### src/rtl/mmio_uart_tx_pkg.sv
`default_nettype none
// ============================================================================
//  Module      : mmio_uart_tx_pkg
//  Description : Shared constants and types for the memory-mapped UART
//                transmitter: register offsets, STATUS bit positions and
//                the transmit FSM state type.
//  Revision    : 1.0  initial release
// ============================================================================
package mmio_uart_tx_pkg;

    // Register offsets within the 16-byte window (address[3:0], word aligned)
    localparam logic [3:0] c_OFF_TXDATA = 4'h0;
    localparam logic [3:0] c_OFF_STATUS = 4'h4;
    localparam logic [3:0] c_OFF_DIV    = 4'h8;

    // STATUS register bit positions
    localparam int c_ST_BUSY    = 0;
    localparam int c_ST_FULL    = 1;
    localparam int c_ST_EMPTY   = 2;
    localparam int c_ST_OVF     = 3;
    localparam int c_ST_CNT_LSB = 8;

    // Serialiser states
    typedef enum logic [1:0] {
        IDLE  = 2'd0,
        START = 2'd1,
        DATA  = 2'd2,
        STOP  = 2'd3
    } tx_state_t;

endpackage
`default_nettype wire

### src/rtl/tx_fifo.sv
`default_nettype none
// ============================================================================
//  Module      : tx_fifo
//  Description : Synchronous first-word-fall-through FIFO with push, pop,
//                full, empty and occupancy count. DEPTH must be a power of
//                two and at least 2. A push while full is accepted only when
//                a pop happens in the same cycle.
//  Revision    : 1.0  initial release
// ============================================================================
module tx_fifo #(
    parameter int DEPTH = 4,
    parameter int WIDTH = 8,
    localparam int AW   = $clog2(DEPTH),
    localparam int CW   = AW + 1
) (
    input  logic             clk,
    input  logic             rst,
    input  logic             i_push,
    input  logic [WIDTH-1:0] i_data,
    input  logic             i_pop,
    output logic [WIDTH-1:0] o_data,
    output logic             o_full,
    output logic             o_empty,
    output logic [CW-1:0]    o_count
);

    logic [WIDTH-1:0] r_mem [DEPTH];
    logic [AW-1:0]    r_wptr;
    logic [AW-1:0]    r_rptr;
    logic [CW-1:0]    r_count;
    logic             w_do_pop;
    logic             w_do_push;

    assign o_full    = (r_count == CW'(DEPTH));
    assign o_empty   = (r_count == '0);
    assign o_count   = r_count;
    assign o_data    = r_mem[r_rptr];
    assign w_do_pop  = i_pop && !o_empty;
    assign w_do_push = i_push && (!o_full || w_do_pop);

    // Pointer and occupancy bookkeeping; pointers wrap naturally (power of two)
    always_ff @(posedge clk or negedge rst) begin
        if (!rst) begin
            r_wptr  <= '0;
            r_rptr  <= '0;
            r_count <= '0;
        end else begin
            if (w_do_push) r_wptr <= r_wptr + 1'b1;
            if (w_do_pop)  r_rptr <= r_rptr + 1'b1;
            case ({w_do_push, w_do_pop})
                2'b10:   r_count <= r_count + 1'b1;
                2'b01:   r_count <= r_count - 1'b1;
                default: r_count <= r_count;
            endcase
        end
    end

    // Storage array; contents need no reset since count gates visibility
    always_ff @(posedge clk) begin
        if (w_do_push) r_mem[r_wptr] <= i_data;
    end

endmodule
`default_nettype wire

### src/rtl/mmio_uart_tx.sv
`default_nettype none
// ============================================================================
//  Module      : mmio_uart_tx
//  Description : Memory-mapped 8N1 UART transmitter on the data-memory bus.
//                Registers: TXDATA (0x0), STATUS (0x4), DIV (0x8).
//                read_data is zero when not addressed so it can be OR-ed
//                with data-memory read data.
//                Build option MMIO_UART_TX_FIFO_EN: buffer is a FIFO of
//                FIFO_DEPTH entries; otherwise a single holding register.
//  Revision    : 1.0  initial release
// ============================================================================
module mmio_uart_tx
    import mmio_uart_tx_pkg::*;
#(
    parameter logic [31:0] BASE_ADDR  = 32'h1000_0000,
    parameter int          FIFO_DEPTH = 4,
    parameter logic [15:0] DIV_RESET  = 16'd868
) (
    input  logic        clk,
    input  logic        rst,
    input  logic [31:0] address,
    input  logic [31:0] write_data,
    input  logic        write_enable,
    input  logic [3:0]  write_mask,
    output logic [31:0] read_data,
    output logic        tx,
    output logic        irq
);

    tx_state_t   r_state;
    tx_state_t   w_state_next;
    logic [15:0] r_div;
    logic [15:0] r_cnt;
    logic [2:0]  r_bit_idx;
    logic [7:0]  r_shift;
    logic        r_ovf;

    logic        w_hit;
    logic [3:0]  w_off;
    logic        w_wr;
    logic        w_push;
    logic        w_pop;
    logic        w_bit_done;
    logic        w_busy;
    logic        w_ovf_set;
    logic        w_ovf_clr;
    logic        w_div_we;
    logic [15:0] w_div_new;
    logic [31:0] w_status;

    logic        w_buf_full;
    logic        w_buf_empty;
    logic [3:0]  w_buf_count;
    logic [7:0]  w_buf_data;

    logic        w_unused_ok;
    assign w_unused_ok = ^{address[1:0], write_data[31:16], write_mask[3:2]};

    // ------------------------------------------------------------------
    // Bus decode
    // ------------------------------------------------------------------
    assign w_hit      = (address[31:4] == BASE_ADDR[31:4]);
    assign w_off      = {address[3:2], 2'b00};
    assign w_wr       = write_enable && w_hit;
    assign w_push     = w_wr && (w_off == c_OFF_TXDATA) && write_mask[0];
    assign w_ovf_clr  = w_wr && (w_off == c_OFF_STATUS) && write_mask[0]
                        && write_data[c_ST_OVF];
    assign w_div_we   = w_wr && (w_off == c_OFF_DIV) && (|write_mask[1:0]);
    assign w_div_new  = {write_mask[1] ? write_data[15:8] : r_div[15:8],
                         write_mask[0] ? write_data[7:0]  : r_div[7:0]};
    // A concurrent pop frees a slot, so only a push that cannot land overflows
    assign w_ovf_set  = w_push && w_buf_full && !w_pop;

    // ------------------------------------------------------------------
    // Transmit buffer
    // ------------------------------------------------------------------
`ifdef MMIO_UART_TX_FIFO_EN
    localparam int c_CW = $clog2(FIFO_DEPTH) + 1;
    logic [c_CW-1:0] w_fifo_count;

    tx_fifo #(
        .DEPTH (FIFO_DEPTH),
        .WIDTH (8)
    ) u_tx_fifo (
        .clk     (clk),
        .rst     (rst),
        .i_push  (w_push),
        .i_data  (write_data[7:0]),
        .i_pop   (w_pop),
        .o_data  (w_buf_data),
        .o_full  (w_buf_full),
        .o_empty (w_buf_empty),
        .o_count (w_fifo_count)
    );

    assign w_buf_count = 4'(w_fifo_count);
`else
    localparam int c_unused_depth = FIFO_DEPTH;
    logic       r_hold_valid;
    logic [7:0] r_hold_data;

    // Single holding register; a push alongside a pop replaces the byte
    always_ff @(posedge clk or negedge rst) begin
        if (!rst) begin
            r_hold_valid <= 1'b0;
            r_hold_data  <= 8'h00;
        end else if (w_push && (!r_hold_valid || w_pop)) begin
            r_hold_valid <= 1'b1;
            r_hold_data  <= write_data[7:0];
        end else if (w_pop) begin
            r_hold_valid <= 1'b0;
        end
    end

    assign w_buf_full  = r_hold_valid;
    assign w_buf_empty = !r_hold_valid;
    assign w_buf_count = {3'b000, r_hold_valid};
    assign w_buf_data  = r_hold_data;
`endif

    // ------------------------------------------------------------------
    // Control registers
    // ------------------------------------------------------------------
    // DIV per-lane update (zero stored as one) and sticky overflow flag
    always_ff @(posedge clk or negedge rst) begin
        if (!rst) begin
            r_div <= DIV_RESET;
            r_ovf <= 1'b0;
        end else begin
            if (w_div_we) r_div <= (w_div_new == 16'h0000) ? 16'h0001 : w_div_new;
            if (w_ovf_set)      r_ovf <= 1'b1;
            else if (w_ovf_clr) r_ovf <= 1'b0;
        end
    end

    // ------------------------------------------------------------------
    // Serialiser FSM
    // ------------------------------------------------------------------
    assign w_bit_done = (r_cnt == 16'h0000);
    assign w_busy     = (r_state != IDLE);

    // State register
    always_ff @(posedge clk or negedge rst) begin
        if (!rst) r_state <= IDLE;
        else      r_state <= w_state_next;
    end

    // Next state and pop strobe; STOP chains straight into START when data waits
    always_comb begin
        w_state_next = r_state;
        w_pop        = 1'b0;
        case (r_state)
            IDLE: begin
                if (!w_buf_empty) begin
                    w_state_next = START;
                    w_pop        = 1'b1;
                end
            end
            START: begin
                if (w_bit_done) w_state_next = DATA;
            end
            DATA: begin
                if (w_bit_done && (r_bit_idx == 3'd7)) w_state_next = STOP;
            end
            STOP: begin
                if (w_bit_done) begin
                    if (!w_buf_empty) begin
                        w_state_next = START;
                        w_pop        = 1'b1;
                    end else begin
                        w_state_next = IDLE;
                    end
                end
            end
            default: w_state_next = IDLE;
        endcase
    end

    // Bit timer and shift register; DIV is sampled only at bit boundaries
    always_ff @(posedge clk or negedge rst) begin
        if (!rst) begin
            r_cnt     <= 16'h0000;
            r_bit_idx <= 3'd0;
            r_shift   <= 8'h00;
        end else if (w_pop) begin
            r_shift   <= w_buf_data;
            r_cnt     <= r_div - 1'b1;
            r_bit_idx <= 3'd0;
        end else if (r_state != IDLE) begin
            if (w_bit_done) begin
                r_cnt <= r_div - 1'b1;
                if (r_state == DATA) begin
                    r_shift   <= r_shift >> 1;
                    r_bit_idx <= r_bit_idx + 1'b1;
                end
            end else begin
                r_cnt <= r_cnt - 1'b1;
            end
        end
    end

    // Line level follows state directly so reset forces it high at once
    always_comb begin
        case (r_state)
            START:   tx = 1'b0;
            DATA:    tx = r_shift[0];
            default: tx = 1'b1;
        endcase
    end

    assign irq = w_buf_empty && (r_state == IDLE);

    // ------------------------------------------------------------------
    // Read path
    // ------------------------------------------------------------------
    // STATUS word assembly
    always_comb begin
        w_status                        = 32'h0;
        w_status[c_ST_BUSY]             = w_busy;
        w_status[c_ST_FULL]             = w_buf_full;
        w_status[c_ST_EMPTY]            = w_buf_empty;
        w_status[c_ST_OVF]              = r_ovf;
        w_status[c_ST_CNT_LSB +: 4]     = w_buf_count;
    end

    // Combinational load data, zero unless this window is addressed
    always_comb begin
        read_data = 32'h0;
        if (w_hit) begin
            case (w_off)
                c_OFF_STATUS: read_data = w_status;
                c_OFF_DIV:    read_data = {16'h0000, r_div};
                default:      read_data = 32'h0;
            endcase
        end
    end

endmodule
`default_nettype wire

### config.mk
export PLATFORM = sky130hd
export DESIGN_NAME = mmio_uart_tx
export DESIGN_NICKNAME = d
export VERILOG_FILES = /design/src/rtl/mmio_uart_tx_pkg.sv /design/src/rtl/tx_fifo.sv /design/src/rtl/mmio_uart_tx.sv
export SDC_FILE = /design/constraint.sdc
export NUM_CORES = 1
export LEC_CHECK = 0
export CORE_MARGIN = 2
export CORE_UTILIZATION = 45
export CTS_BUF_LIST = sky130_fd_sc_hd__clkbuf_8 sky130_fd_sc_hd__clkbuf_16
export DETAILED_ROUTE_END_ITERATION = 8
export PLACE_DENSITY = 0.79
export SLEW_MARGIN = 15
export SYNTH_ARGS = -nofsm -noshare
export SYNTH_HDL_FRONTEND = slang
export SYNTH_SLANG_ARGS = --single-unit
### constraint.sdc
create_clock -name clk -period 2.71 [get_ports clk]
set_input_delay 0.542 -clock clk [delete_from_list [all_inputs] [get_ports clk]]
set_output_delay 0.542 -clock clk [all_outputs]
set_load 0.01 [all_outputs]
== Word-level counts from Yosys, hierarchy flattened ==
Cells that the tools add are included.

* Word-level logic and storage cells: 81
* Bits in registers: 55
* Input bits: 71

* Add/sub/neg operators: 3
* Multiplexer cells: 30
* Equal/unequal tests: 11
* Reductions and logical operators: 29

{| class="wikitable"
|+ Operators with widths
! cell !! count
|-
| $mux 16 || 5
|-
| $mux 8 || 6
|-
| $logic_not 16->1 || 2
|-
| $pmux 16 s2 || 1
|-
| $sub 16x1->16 const B || 2
|-
| $eq 28x25->1 const B || 1
|-
| $logic_and 1x1->1 || 13
|-
| $mux 3 || 4
|-
| $reduce_bool 2->1 || 6
|-
| $mux 2 || 4
|-
| $ne 2x2->1 const B || 4
|-
| $pmux 2 s4 || 1
|-
| $mux 1 || 7
|-
| $eq 2x2->1 const B || 3
|-
| $eq 2x1->1 const B || 2
|-
| $logic_not 4->1 || 1
|-
| $pmux 1 s2 || 2
|-
| $reduce_and 4->1 || 1
|-
| $add 3x1->3 const B || 1
|-
| $eq 3x3->1 const B || 1
|-
| $reduce_and 3->1 || 1
|-
| $logic_not 1->1 || 2
|-
| $logic_not 2->1 || 1
|-
| $reduce_or 2->1 || 1
|-
| $logic_or 1x1->1 || 1
|}

== Logic depth before layout (Yosys ltp) ==
Gate-level depths: netlist of the first run.

* Depth after elaboration: 7
* Mapped depth: 9
* Mapped depth without buffers: 7

== Worst setup path after synthesis of the first run ==
OpenSTA, ideal clock, no wires.

* Path type: input port to output port
* Start: input address[6]
* End: output read_data[10]
* Arrival: 1.767 ns
* Path buffers: 1
* Setup slack: 0.401 ns
* Cell stages on the path: 5
* Cells stage by stage: nor4_1 nand4_1 nor3_1 clkbuf_1 and2_1

* Longest elaborated chain between the ends: 2

{| class="wikitable"
|+ RTL lines
! what !! RTL line !! source
|-
| start, declared || mmio_uart_tx.sv:21 || <nowiki>input logic [31:0] address,</nowiki>
|-
| $eq 28x25->1 || mmio_uart_tx.sv:62 || <nowiki>assign w_hit = (address[31:4] == BASE_ADDR[31:4]);</nowiki>
|-
| $mux 16 || mmio_uart_tx.sv:229 || <nowiki>if (w_hit) begin</nowiki>
|-
| end, declared || mmio_uart_tx.sv:25 || <nowiki>output logic [31:0] read_data,</nowiki>
|}

No other way between the ends.

== Worst setup path after layout of the first run ==
* Start: input address[14]
* End: output read_data[10]

The elaborated chain is that of the path after synthesis.

==> results.yml, run 1 <==
route:
  drc_errors: 0
  wirelength_mm: 9.25
  post_drt_wl_per_cell_um: 16.1
  drtPass1Iterations: 5
  drt_iter0_markers: 313
  via_per_inst: 5.72
  dr_total_vias: 3280
  antenna_left: 0
synthesis:
  ys.flop_type: "dfrtp_1"
  synth_simple_gate_area_share_pct: 23.5
  ys_types: 60
  synth_edf_count: 0
  synth_cells: 385
  synth_compound_area_share_pct: 13.3
  synthAdderAreaFrac_pct: 4.48
  synth_xor_xnor_area_share_pct: 4.10
  synth_area_um2: 3630
  synth_top_family_by_area: "simple AND/OR/NAND/NOR gates"
  avgSynthCellArea_um2: 9.44
  synthMuxAreaShare_pct: 10.2
  synth-seq-cells: 55
  synth_common_cells: "50 x dfrtp_1, 37 x nand2_1, 31 x nor2_1, 21 x o21ai_0, 20 x mux2_2"
  synth.top_cell.area_share_pct: 34.4
  yosysMostFrequentCell: "dfrtp_1"
  synth.largest_area_cell: "dfrtp_1"
  ys_seq_area_share_pct: 38.1
  async_flop_share_pct: 100
  ys_warn_count: 0
  yosys-top-cells-area: "dfrtp_1 34%, mux2_2 6.2%, ha_1 4.5%"
worst_setup_path:
  timing.rr.end: "r_hold_data[4]$_DFFE_PN0P_"
  reg2reg_depth: 5
  crit_chain: "dlygate4sd2_1 -> nor4_2 -> nand4_1 -> nor3_4 -> buf_4 -> buf_6 -> buf_4 -> and2_4 -> buf_6"
  critPathMaxFanout: 4
  reg2reg_from: "r_cnt[2]$_DFFE_PN0P_"
  cp-end-kind: "output port"
  arrival_ps: 2100
  rrSetupSlack_ps: 350
  path_buf_inv: 5
  start_kind: "primary input"
  cp_top_family: "simple AND/OR/NAND/NOR gates"
  cpPeakStageDelay_ps: 260
  cp.required_ps: 2170
  worstSetupPathType: "primary input to output port"
  slowest_stage: "nor4_2"
timing:
  drv_slew: 0
  worst_slack_ps: 69.9
  finalHoldViolCount: 0
  setup_violations: 0
  worst_clock_skew_ps: 7.62
  fin_setup_tns_ps: 0
  period_share_pct: 97.4
  slew_headroom_pct: 60.0
  fmax_ghz: 0.379
  tightestPinTransition_ps: 600
  fin_crit_ps: 2640
place:
  pre_cts_ws_ps: -465
  dpl.cell_count: 560
  place_congestion: 0.870
  hpwlAfterDp_mm: 6.98
  place_area_um2: 4460
  io_buffers: 68
clocking:
  clk_pin_slew_ps: 100
  tritoncts: "done"
  insertion_delay_ps: 320
  cts_buffer_depth: 2
  htree_levels: 2
  cts.sinks: 55
  cts_hold_buf: 0
  cts_buffers: 5
  root_buffer: "clkbuf_8"
global_route:
  track_usage_pct: 22.0
  grt_pass1_wl_mm: 15.4
  grt_overflow_total: 0
  grt_max_degree: 28
  grt_pass1_vias: 3280
  antenna_found_initial: 0
finish:
  syn2layout_area_growth_pct: 27.5
  final_cells: 573
  drive_gt1_share_pct: 18.7
  design_area_um2: 4630
  fin_nets: 554
  diodes: 0
pwr:
  power.leakage_nw: 2.11
  power_density_nw_per_um2: 617
  irDropWorstVdd_v: 0.000287
  power_w: 0.00286
floorplanning:
  fp.dieH_um: 93.9
  design.core.area_um2: 7770
  initial_core_util_pct: 46.8
  die_w_um: 93.9
  rows: 32
  dieArea_um2: 8810
  ioPinCount: 105
run_status:
  status: "finished clean"
flow_run:
  maxCapViolations: 0
hold_path:
  holdCritPathClass: "primary input to asynchronous set/reset pin"
-- cell families (layout without fill, tap and decap cells) --
group	Yosys count	after routing
AO/OA/AOI/OAI	70	70
XOR/XNOR	17	17
adder cells (fa/ha/maj)	13	13
buffers and inverters	42	113
flip-flops	55	55
multiplexers	34	34
other	1	16
AND/OR/NAND/NOR	153	153
-- per-stage QoR --
step           hold slack, ps  util, %
2_1_floorplan             246        -
3_3_place_gp              465     57.4
3_5_place_dp              470     57.4
4_1_cts                   237     59.6
5_1_grt                   252     59.7
6_report                  214     59.7
-- worst max path at each step --
stage,start,to,slack [ps],cells after the start
6_report,address[14],read_data[10],70,9
5_1_grt,address[13],read_data[10],-20,9
4_1_cts,address[28],read_data[15],0.2,9
3_5_place_dp,address[19],read_data[10],-460,7
3_3_place_gp,address[19],read_data[15],-400,7
2_1_floorplan,address[6],read_data[10],400,5
-- routing by layer --
layer	part of all wire, %	GRT usage [%]	up-vias	wire [um]
li1	-	-	1533	-
met3	5.5	3.13	22	512
met4	2.9	9.06	0	267
met5	0	0	-	0
met1	42	27.3	1567	3850
met2	50	38.1	158	4620
-- power breakdown --
group	leakage [nW]	switching [W]	internal [W]
combinational	1.33	0.000609	0.000531
clock	0.0618	0.000286	0.000305
sequential	0.718	0.000178	0.000951
total	2.11	0.00107	0.00179
-- cell type report --
cell class,count,area (um^2)
multi-input combinational,303,2160
clock inverter,2,38.8
tap,102,128
inverter,13,48.8
fill,675,3130
timing repair buffer,92,796
clock buffer,6,82.6
sequential,55,1380
-- sequential cells by signal (all words and copies together) (netlist names) --
| signal | count |
|---|---|
| r_cnt | 16 |
| r_div | 16 |
| r_hold_data | 8 |
| r_shift | 8 |
| r_bit_idx | 3 |
| r_state | 2 |
| r_hold_valid | 1 |
| r_ovf | 1 |
-- layout by cell type (no fill, tap or decap), types with 5 or more instances in the layout --
cell type,instances
nor2_1,30
nor4_1,7
clkbuf_8,6
mux2i_1,9
nand2_1,37
nor4_2,5
buf_2,5
xnor2_1,13
clkbuf_2,5
mux2_1,5
nor3_1,13
mux2_2,20
and2_1,11
ha_1,13
conb_1,16
dfstp_2,5
inv_1,13
nand3_1,9
a22oi_1,5
a211oi_1,7
dlygate4sd2_1,27
clkdlybuf4s50_1,23
o21ai_1,8
dfrtp_1,50
buf_4,22
o21ai_0,21
-- repair_timing --
| item | CTS | global route |
|---|---|---|
| gates resized for setup | 66 | 24 |
| buffers inserted | 6 | 0 |
| cloned | 1 | 0 |
| pin swaps | 10 | 8 |
| endpoints found under the setup margin | 16 | 14 |
Note: power is estimated with default switching activity, not from simulation.
==> run 2, diff against run 1 <==
--- a/config.mk
+++ b/config.mk
@@ -10,6 +10,7 @@
 export CTS_BUF_LIST = sky130_fd_sc_hd__clkbuf_8 sky130_fd_sc_hd__clkbuf_16
 export DETAILED_ROUTE_END_ITERATION = 8
 export PLACE_DENSITY = 0.79
+export SKIP_CTS_REPAIR_TIMING = 1
 export SLEW_MARGIN = 15
 export SYNTH_ARGS = -nofsm -noshare
 export SYNTH_HDL_FRONTEND = slang
==> results.yml, run 2 (synthesized netlist as in run 1, its figures left out) <==
timing:
  setup_violations: 0
  tightestPinTransition_ps: 619
  finalHoldViolCount: 0
  worst_clock_skew_ps: 6.71
  holdWs_ps: 215
  fin_crit_ps: 2690
  fmax_ghz: 0.372
  drv_slew: 0
  slew_headroom_pct: 58.3
  period_share_pct: 99.1
route:
  via_per_inst: 5.71
  wirelength_mm: 9.58
  drc_errors: 0
  drtPass1Iterations: 4
  antenna_left: 0
  dr_total_vias: 3283
  post_drt_wl_per_cell_um: 16.7
  drt_iter0_markers: 328
pwr:
  swShare_pct: 37.5
  p_seq_share_pct: 39.3
  power_density_nw_per_um2: 602
  irDropWorstVdd_v: 0.000289
  comb_power_share_pct: 40.2
  power.leakage_nw: 2.37
  p_int_w: 0.00179
  power_w: 0.00287
  clkPwrFrac_pct: 20.5
  switching_power_w: 0.00107
finish:
  final_cell_mix: "50 x dfrtp_1, 36 x nand2_1, 31 x dlymetal6s2s_1, 30 x nor2_1, 26 x clkdlybuf4s50_1"
  drive_gt1_share_pct: 19.5
  fin_util_pct: 61.4
  fin_nets: 556
  final_cells: 575
  syn2layout_area_growth_pct: 31.2
  reg_top3: "r_cnt (16), r_div (16)"
  diodes: 0
  layout_commonest_cell: "dfrtp_1"
place:
  hpwlAfterDp_mm: 6.98
  dpl.cell_count: 560
  place_congestion: 0.870
  io_buffers: 68
floorplanning:
  design.core.area_um2: 7770
  rows: 32
  dieArea_um2: 8810
  initial_core_util_pct: 46.8
  fp.dieH_um: 93.9
  die_w_um: 93.9
  ioPinCount: 105
clocking:
  cts_buffer_depth: 2
  clk_pin_slew_ps: 100
  cts.sinks: 55
  tritoncts: "done"
  cts_buffers: 5
  htree_levels: 2
  root_buffer: "clkbuf_8"
  insertion_delay_ps: 310
global_route:
  grt_max_degree: 28
  grt_pass1_wl_mm: 15.2
  track_usage_pct: 21.7
  grt_overflow_total: 0
  grt_pass1_vias: 3258
  antenna_found_initial: 0
worst_setup_path:
  crit_start: "address[14]"
  reg2reg_from: "r_cnt[2]$_DFFE_PN0P_"
  cp.required_ps: 2170
  reg2reg_depth: 5
  cp-end-kind: "output port"
  worstSetupPathType: "primary input to output port"
  arrival_ps: 2140
  critPathMaxFanout: 6
  start_kind: "primary input"
flow_run:
  maxCapViolations: 0
hold_path:
  holdCritPathClass: "primary input to asynchronous set/reset pin"
run_status:
  status: "finished clean"
run 2: cell types whose count changed in the layout (fill, tap and decap cells not counted), moves of 2 or more:
cell,previous run,this run
clkdlybuf4s15_1,3,0
buf_6,3,5
dlygate4sd2_1,27,0
dlymetal6s2s_1,4,31
clkdlybuf4s50_1,23,26
run 2: final cells by class:
| type | count | area [um^2] |
|---|---|---|
| Timing Repair Buffer | 94 | 920 |
| Clock buffer | 6 | 82.6 |
| Inverter | 13 | 48.8 |
| Fill cell | 636 | 3000 |
| Sequential cell | 55 | 1380 |
| Multi-Input combinational cell | 303 | 2170 |
| Clock inverter | 2 | 38.8 |
| Tap cell | 102 | 128 |
run 2: per-layer routing:
layer	track usage (%)	wire length, um	share of wire, %	vias up
met4	9.06	320	3.3	0
li1	-	-	-	1534
met2	37.3	4810	50	151
met3	3.13	635	6.6	28
met1	27.2	3820	40	1570
met5	0	0	0	-
run 2: critical path: stages:
cell	delay, ps
clkdlybuf4s50_1	410
nor4_2	150
nand4_1	230
nor3_4	280
buf_4	150
buf_6	100
and2_1	150
buf_2	140
run 2: power by group through the flow:
| stage | combinational, W | clock, W | sequential, W |
|---|---|---|---|
| 2_1_floorplan | 0.000807 | 0 | 0.00110 |
| 3_3_place_gp | 0.00107 | 0 | 0.00113 |
| 3_5_place_dp | 0.00112 | 0 | 0.00113 |
| 4_1_cts | 0.00114 | 0.000586 | 0.00112 |
| 5_1_grt | 0.00129 | 0.000621 | 0.00115 |
| 6_report | 0.00115 | 0.000587 | 0.00113 |
run 2: final timing paths:
path / slack [ps] / end
hold reg to reg: 490 / r_shift[5]$_DFFE_PN0P_
setup reg to reg: 350 / r_hold_data[4]$_DFFE_PN0P_
max in group asynchronous: 1800 / r_div[9]$_DFFE_PN1P_
min in group clk: 490 / r_shift[5]$_DFFE_PN0P_
hold / removal: 210 / r_shift[7]$_DFFE_PN0P_
setup / recovery: 20 / read_data[4]
run 2: metrics by stage:
stage               TNS [ps]  area, um^2  setup WS, ps
floorplan                  0        3690           401
global placement       -5680        4460          -399
detailed placement     -6410        4460          -465
CTS                    -6630        4580          -473
global route            -330        4770         -69.1
finish                     0        4770          24.2
==> run 3, diff against run 2 <==
--- a/config.mk
+++ b/config.mk
@@ -8,8 +8,10 @@
 export CORE_MARGIN = 2
 export CORE_UTILIZATION = 45
 export CTS_BUF_LIST = sky130_fd_sc_hd__clkbuf_8 sky130_fd_sc_hd__clkbuf_16
+export CTS_CLUSTER_SIZE = 40
 export DETAILED_ROUTE_END_ITERATION = 8
 export PLACE_DENSITY = 0.79
+export RECOVER_POWER = 50
 export SKIP_CTS_REPAIR_TIMING = 1
 export SLEW_MARGIN = 15
 export SYNTH_ARGS = -nofsm -noshare
==> results.yml, run 3 (synthesized netlist as in run 1, its figures left out) <==
finish:
  drive_gt1_share_pct: 18.8
  diodes: 0
  nFillCells: 636
  fin_nets: 556
  layout_commonest_cell: "dfrtp_1"
  final_cell_mix: "50 x dfrtp_1, 36 x nand2_1, 31 x dlymetal6s2s_1, 30 x nor2_1, 26 x clkdlybuf4s50_1"
  syn2layout_area_growth_pct: 31.0
  reg_top3: "r_cnt (16), r_div (16)"
route:
  wirelength_mm: 9.59
  post_drt_wl_per_cell_um: 16.7
  drc_errors: 0
  antenna_left: 0
  drtPass1Iterations: 4
  dr_total_vias: 3263
  drt_iter0_markers: 316
  via_per_inst: 5.67
timing:
  drv_slew: 0
  period_share_pct: 99.1
  finalHoldViolCount: 0
  tightestPinTransition_ps: 1400
  fin_setup_tns_ps: 0
  fin_crit_ps: 2680
  worst_clock_skew_ps: 6.74
  fmax_ghz: 0.372
  worst_slack_ps: 25.2
  setup_violations: 0
  slew_headroom_pct: 6.88
worst_setup_path:
  arrival_ps: 2140
  crit_chain: "clkdlybuf4s50_1 -> nor4_2 -> nand4_1 -> nor3_4 -> buf_4 -> buf_6 -> and2_1 -> buf_2"
  cpPeakStageDelay_ps: 410
  critPathMaxFanout: 6
  cp.required_ps: 2170
  slowest_stage: "clkdlybuf4s50_1"
  start_kind: "primary input"
  cp-end-kind: "output port"
  worstSetupPathType: "primary input to output port"
run_status:
  status: "finished clean"
floorplanning:
  dieArea_um2: 8810
  design.core.area_um2: 7770
  fp.dieH_um: 93.9
  initial_core_util_pct: 46.8
  rows: 32
  die_w_um: 93.9
  ioPinCount: 105
hold_path:
  holdCritPathClass: "flop to flop"
place:
  io_buffers: 68
  pre_cts_ws_ps: -465
  place_congestion: 0.870
  hpwlAfterDp_mm: 6.98
clocking:
  cts.sinks: 55
  cts_buffers: 5
  htree_levels: 2
  insertion_delay_ps: 310
  cts_buffer_depth: 2
  clk_pin_slew_ps: 100
  root_buffer: "clkbuf_8"
  tritoncts: "done"
global_route:
  track_usage_pct: 21.7
  grt_overflow_total: 0
  grt_max_degree: 28
  antenna_found_initial: 0
  grt_pass1_wl_mm: 15.2
  grt_pass1_vias: 3258
pwr:
  irDropWorstVdd_v: 0.000289
  power.leakage_nw: 2.36
  power_density_nw_per_um2: 603
flow_run:
  maxCapViolations: 0
[run 3: changes by cell type in the layout (fill, tap and decap cells not counted), sizes merged]
cell    change
buf         -3
clkbuf      +3
[run 3: path summary, 6_finish.rpt]
kind,slack [ps],from,end,cells after the start
setup / recovery,30,address[14],read_data[4],8
hold / removal,490,r_hold_data[5]$_DFFE_PN0P_,r_shift[5]$_DFFE_PN0P_,2
setup reg to reg,340,r_cnt[2]$_DFFE_PN0P_,r_hold_data[4]$_DFFE_PN0P_,5
hold reg to reg,490,r_hold_data[5]$_DFFE_PN0P_,r_shift[5]$_DFFE_PN0P_,2
max in group asynchronous,730,rst,r_cnt[10]$_DFFE_PN0P_,2
min in group asynchronous,530,rst,r_shift[7]$_DFFE_PN0P_,1
[run 3: area by class of cell]
class	count	area, um^2	area share [%]
Inverter	13	48.8	1.03
Clock inverter	2	38.8	0.815
Multi-Input combinational cell	303	2170	45.5
Timing Repair Buffer	94	911	19.1
Sequential cell	55	1380	29.1
Clock buffer	6	82.6	1.74
Tap cell	102	128	2.68
[run 3: critical path, delay by kind of cell]
family | cells | cell delay [ps]
buffers and inverters | 4 | 800
and+or+nand+nor | 4 | 810
[run 3: per-stage QoR]
step / cells / hold slack (ps) / power [W] / util (%) / instance area [um^2]
final: 575 / 493 / 0.00287 / 61.3 / 4760
after global routing: 575 / 536 / 0.00306 / 61.3 / 4760
after CTS: 568 / 237 / 0.00285 / 59.0 / 4580
after detailed placement: 560 / 470 / 0.00225 / 57.4 / 4460
after global placement: 560 / 465 / 0.00219 / 57.4 / 4460
after floorplan: 400 / 246 / 0.00191 / - / 3690
[run 3: routing by layer]
metal	wire length [um]	track usage, %
met5	0	0
met3	575	3.13
met4	320	9.06
met2	4810	37.3
met1	3890	27.2
[run 3: power breakdown]
group	internal, W	switching (W)
Combinational	0.000537	0.000616
Clock	0.000304	0.000283
Sequential	0.000951	0.000177
==> RTL change 1: new RTL, flow settings as in run 2 <==
Add an input register stage for `address`, `write_enable` and `write_mask`; this delays them by one clock. The other inputs are not delayed to match.
--- a/src/rtl/mmio_uart_tx.sv
+++ b/src/rtl/mmio_uart_tx.sv
@@ -27,6 +27,16 @@
     output logic        irq
 );
 
+    logic [31:0] address_q;
+    logic write_enable_q;
+    logic [3:0] write_mask_q;
+
+    always_ff @(posedge clk) begin
+        address_q      <= address;
+        write_enable_q <= write_enable;
+        write_mask_q   <= write_mask;
+    end
+
     tx_state_t   r_state;
     tx_state_t   w_state_next;
     logic [15:0] r_div;
@@ -54,20 +64,20 @@
     logic [7:0]  w_buf_data;
 
     logic        w_unused_ok;
-    assign w_unused_ok = ^{address[1:0], write_data[31:16], write_mask[3:2]};
+    assign w_unused_ok = ^{address_q[1:0], write_data[31:16], write_mask_q[3:2]};
 
     // ------------------------------------------------------------------
     // Bus decode
     // ------------------------------------------------------------------
-    assign w_hit      = (address[31:4] == BASE_ADDR[31:4]);
-    assign w_off      = {address[3:2], 2'b00};
-    assign w_wr       = write_enable && w_hit;
-    assign w_push     = w_wr && (w_off == c_OFF_TXDATA) && write_mask[0];
-    assign w_ovf_clr  = w_wr && (w_off == c_OFF_STATUS) && write_mask[0]
+    assign w_hit      = (address_q[31:4] == BASE_ADDR[31:4]);
+    assign w_off      = {address_q[3:2], 2'b00};
+    assign w_wr       = write_enable_q && w_hit;
+    assign w_push     = w_wr && (w_off == c_OFF_TXDATA) && write_mask_q[0];
+    assign w_ovf_clr  = w_wr && (w_off == c_OFF_STATUS) && write_mask_q[0]
                         && write_data[c_ST_OVF];
-    assign w_div_we   = w_wr && (w_off == c_OFF_DIV) && (|write_mask[1:0]);
-    assign w_div_new  = {write_mask[1] ? write_data[15:8] : r_div[15:8],
-                         write_mask[0] ? write_data[7:0]  : r_div[7:0]};
+    assign w_div_we   = w_wr && (w_off == c_OFF_DIV) && (|write_mask_q[1:0]);
+    assign w_div_new  = {write_mask_q[1] ? write_data[15:8] : r_div[15:8],
+                         write_mask_q[0] ? write_data[7:0]  : r_div[7:0]};
     // A concurrent pop frees a slot, so only a push that cannot land overflows
     assign w_ovf_set  = w_push && w_buf_full && !w_pop;
 
Function: changed (Yosys sat finds a counterexample within 4 cycles, from zero or initial values and one cycle with rst low).
==> RTL change 1 against run 2 <==
Non-clock buffer count is 8 lower; sequential share of layout area is 8.5 points higher; sequential cell count is 33 higher; total power is 18% higher; via count is 2.0% higher; area after synthesis is 20% higher; design area is 14% higher; wire length is 3.2% lower; synthesized cell count is 5.7% higher; global-route usage is 3.0 points lower; hold slack worse by 0.091 ns; setup slack better by 0.088 ns; largest cell class unchanged; highest routed layer unchanged.
==> RTL change 1: results (changes against run 2) <==
Worst setup path
  • Beginning of the worst register-to-register path: r_cnt[0] (was r_cnt[2])
  • Slowest cell on the critical path: sky130_fd_sc_hd__dfxtp_1 (was sky130_fd_sc_hd__clkdlybuf4s50_1)
  • Worst setup slack for register-to-register paths: 0.25 ns (was 0.35 ns)
  • Data arrival time of the worst path: 2.06 ns (was 2.14 ns)
  • RR Endpoint: r_shift[3] (was r_hold_data[4])
  • Worst-path fanout max: 11 (was 6)
  • Worst path max stage delay: 0.32 ns (was 0.41 ns)

Drt
  • Detailed-route vias per instance: 5.38 (was 5.71)
  • Violation count after the first detailed-route iteration: 136 (was 328)
  • DR pass1 iterations: 5 (was 4)

Clock tree
  • Insertion delay of the later-clocked pin in the worst-skew pair: 0.37 ns (was 0.31 ns)
  • H-tree levels: 3 (was 2)

Place
  • Placed inst area: 0.00515 mm2 (was 0.00446 mm2)
  • Final GP Congestion: 0.847 (was 0.870)
  • Half-perimeter wire length after detailed placement: 6920 um (was 6980 um)
  • Post-placement worst setup slack: 0.0174 ns (was -0.465 ns)

Logic synthesis
  • XOR/XNOR share of the synthesized area: 2.81% (was 4.10%)
  • Mux cell area share after synthesis: 11.7% (was 10.2%)
  • Post-Synth Adder-Cell Area: 3.73% (was 4.48%)
  • Post-synthesis cell type count: 66 (was 60)
  • Share of the synthesized area in compound gates (AO/OA/AOI/OAI): 8.99% (was 13.3%)
  • Commonest cells in the netlist: sky130_fd_sc_hd__dfrtp_1 (50), sky130_fd_sc_hd__dfxtp_1 (33), sky130_fd_sc_hd__mux2_2 (30), sky130_fd_sc_hd__nor2_1 (28), sky130_fd_sc_hd__nor3_1 (22) (was sky130_fd_sc_hd__dfrtp_1 (50), sky130_fd_sc_hd__nand2_1 (37), sky130_fd_sc_hd__nor2_1 (31), sky130_fd_sc_hd__o21ai_0 (21), sky130_fd_sc_hd__mux2_2 (20))

Global routing
  • Largest net degree at the start of global routing: 22 (was 28)
  • Via count of the first global-routing pass: 3253 (was 3258)
  • First-pass GRT wire length: 15200 um (about the same)
  • Overall track demand over capacity in global routing: 18.7% (was 21.7%)

Outcome
  • Status: complete, no violations (unchanged)

STA
  • Hold slack final: 0.123 ns (was 0.215 ns)

Power and ir drop
  • Static Leakage: 2.54 nW (was 2.37 nW)

Finish
  • Registers with the most flip-flops: address_q (30), r_cnt (16), r_div (16) (was r_cnt (16), r_div (16))
  • Utilization of the core after routing: 58.4% (was 61.4%)
## RTL change 1: cell types whose count changed in the layout (fill, tap and decap cells not counted), sizes merged, moves of 12 or more
cell                  run 2  this run
mux2                     25        38
clkdlybuf4s50            26        51
dlymetal6s2s             31        14
o21ai                    29        15
dfxtp                     0        33
buf                      31        19
nand2                    37        19
## RTL change 1: worst max-delay path by stage
stage,from,endpoint,slack [ns],cells after the start
2_1_floorplan,r_cnt[0],r_shift[0],0.56,9
3_3_place_gp,address_q[5],read_data[15],0.05,6
3_5_place_dp,address_q[6],read_data[4],0.02,6
4_1_cts,address_q[6],read_data[4],-0.40,6
5_1_grt,address_q[20],read_data[5],-0.03,8
6_report,address_q[6],read_data[15],0.11,8
## RTL change 1: power by group
group	internal, mW	total, mW	switching, mW
sequential	1.38	1.44	0.0660
clock	0.361	0.887	0.527
combinational	0.402	1.07	0.666
total	2.14	3.40	1.26
## RTL change 1: routing by layer
| layer | GRT usage (%) | share of wire, % | vias up | wire length [um] |
|---|---|---|---|---|
| li1 | - | - | 1607 | - |
| met1 | 24.3 | 43 | 1592 | 4020 |
| met2 | 30.7 | 50 | 139 | 4600 |
| met3 | 3.97 | 5.9 | 11 | 544 |
| met4 | 6.97 | 1.3 | 0 | 119 |
| met5 | 0 | 0 | - | 0 |
## RTL change 1: critical path, delay by kind of cell (launching register included)
| kind | cells | cell delay [ns] |
|---|---|---|
| buffers and inverters | 4 | 0.57 |
| flip-flops | 1 | 0.32 |
| AND/OR/NAND/NOR | 4 | 0.79 |
## RTL change 1: logic make-up (layout without fill, tap and decap cells)
kind of cell / count (synthesis) / after routing
adders and majority gates: 13 / 13
DFF: 88 / 88
AOI/OAI and AO/OA: 56 / 56
xor gates and xnor gates: 14 / 14
buffers and inverters: 44 / 115
muxes: 44 / 44
and+or+nand+nor: 147 / 147
other: 1 / 16
## RTL change 1: final cells by class
cell class / count / area share [%]
clock inverters: 7 / 1.43
flip-flops and latches: 88 / 37.5
repair buffers: 86 / 15.4
inverters: 13 / 0.897
clock buffers: 9 / 2.28
well taps: 129 / 2.97
multi-input cells: 290 / 39.5
==> RTL change 2: new RTL, config.mk and constraints of run 2 <==
Without the edit above. Change the package constant `c_ST_CNT_LSB` from 8 to 4.
--- a/src/rtl/mmio_uart_tx_pkg.sv
+++ b/src/rtl/mmio_uart_tx_pkg.sv
@@ -18,7 +18,7 @@
     localparam int c_ST_FULL    = 1;
     localparam int c_ST_EMPTY   = 2;
     localparam int c_ST_OVF     = 3;
-    localparam int c_ST_CNT_LSB = 8;
+    localparam int c_ST_CNT_LSB = 4;
 
     // Serialiser states
     typedef enum logic [1:0] {
Formal check against the unedited RTL: not equivalent (a bounded check fails within 4 cycles, from zero or initial values and one cycle with rst low).
==> RTL change 2 against run 2 <==
First-iteration DRC count increased by 10%; largest cell class unchanged; critical endpoint is now read_data[5]; sequential cell count stayed put; area after synthesis about the same; design area decreased by 0.92%; wire length decreased by 3.8%; total power fell by 4.0%; setup slack better by 0.020 ns; via count fell by 1.6%; highest routed layer unchanged.
==> RTL change 2: results (changes against run 2) <==
STA
  • Final setup skew: 0.0133 ns (was 0.00671 ns)
  • Slew at the pin closest to its max-slew limit: 0.670 ns (was 0.619 ns)

Outcome
  • Status: complete, no violations (unchanged)

Finish
  • Fraction of layout cells with a size suffix above 1: 16.2% (was 19.5%)
  • Number of filler cells placed in the layout: 612 (was 636)

Drt
  • Met2 Wirelength: 4540 um (was 4810 um)
  • Met1 Routed Length: 3950 um (was 3820 um)
  • Violation count after the first detailed-route iteration: 361 (was 328)
  • DR WL/cell: 16.1 um (was 16.7 um)
  • Routed vias: 3231 (was 3283)
  • Detailed-route vias per instance: 5.65 (was 5.71)
  • Wire length on met3: 534 um (was 635 um)
  • DR pass1 iterations: 6 (was 4)

Worst setup path
  • Worst setup slack for register-to-register paths: 0.24 ns (was 0.35 ns)
  • Data arrival time of the worst path: 2.12 ns (was 2.14 ns)
  • Beginning of the worst register-to-register path: r_cnt[0] (was r_cnt[2])
  • Cell family with the largest share of critical-path delay: buffers and inverters (was simple AND/OR/NAND/NOR gates)
  • RR Endpoint: r_hold_data[3] (was r_hold_data[4])
  • Worst-path fanout max: 5 (was 6)
  • Capturing instance or port of the critical path: read_data[5] (was read_data[4])
  • Crit. Startpoint: address[28] (was address[14])

Logic synthesis
  • Mux cell area share after synthesis: 10.2% (about the same)
  • XOR/XNOR share of the synthesized area: 4.09% (was 4.10%)
  • Share of the synthesized area in compound gates (AO/OA/AOI/OAI): 13.0% (was 13.3%)
  • Sequential share of the synthesized area: 38.0% (was 38.1%)
  • Post-Synth Adder-Cell Area: 4.47% (was 4.48%)
  • Top cells by area, synth: sky130_fd_sc_hd__dfrtp_1 (34%), sky130_fd_sc_hd__mux2_1 (5.6%), sky130_fd_sc_hd__ha_1 (4.5%) (was sky130_fd_sc_hd__dfrtp_1 (34%), sky130_fd_sc_hd__mux2_2 (6.2%), sky130_fd_sc_hd__ha_1 (4.5%))
  • Commonest cells in the netlist: sky130_fd_sc_hd__dfrtp_1 (50), sky130_fd_sc_hd__nand2_1 (37), sky130_fd_sc_hd__nor2_1 (31), sky130_fd_sc_hd__o21ai_1 (20), sky130_fd_sc_hd__mux2_1 (18) (was sky130_fd_sc_hd__dfrtp_1 (50), sky130_fd_sc_hd__nand2_1 (37), sky130_fd_sc_hd__nor2_1 (31), sky130_fd_sc_hd__o21ai_0 (21), sky130_fd_sc_hd__mux2_2 (20))
  • Post-synthesis cell type count: 58 (was 60)

Power and ir drop
  • Static Leakage: 2.36 nW (was 2.37 nW)
  • Highest ir drop seen on vdd: 0.309 mV (was 0.289 mV)

Place
  • Half-perimeter wire length after detailed placement: 6850 um (was 6980 um)
  • Placed inst area: 0.00446 mm2 (about the same)

Global routing
  • Overall track demand over capacity in global routing: 21.4% (was 21.7%)
  • Largest net degree at the start of global routing: 31 (was 28)
  • Via count of the first global-routing pass: 3228 (was 3258)
RTL change 2: changes by cell type in the layout (fill, tap and decap cells not counted), sizes merged:
| cell | before | now |
|---|---|---|
| clkbuf | 12 | 9 |
| buf | 31 | 29 |
| bufinv | 1 | 0 |
| clkinv | 0 | 1 |
| clkinvlp | 0 | 1 |
| dlymetal6s2s | 31 | 32 |
RTL change 2: where the power goes:
part	internal, mW	switching, mW	leakage [nW]
logic	0.551	0.587	1.60
registers	0.951	0.186	0.718
clock network	0.188	0.293	0.0461
RTL change 2: per-layer routing:
metal | vias to the layer above | track usage [%]
met1 | 1539 | 28.4
met3 | 19 | 3.69
met2 | 146 | 35.4
met4 | 0 | 6.88
met5 | - | 0
li1 | 1527 | -
RTL change 2: final cells by class:
type                    count  area, um2  area share, %
repair buffers             91        901           19.1
well taps                 102        128           2.70
multi-input cells         303       2170           46.0
clock inverters             3       23.8          0.503
inverters                  13       48.8           1.03
clock buffers               5       68.8           1.46
flip-flops and latches     55       1380           29.3
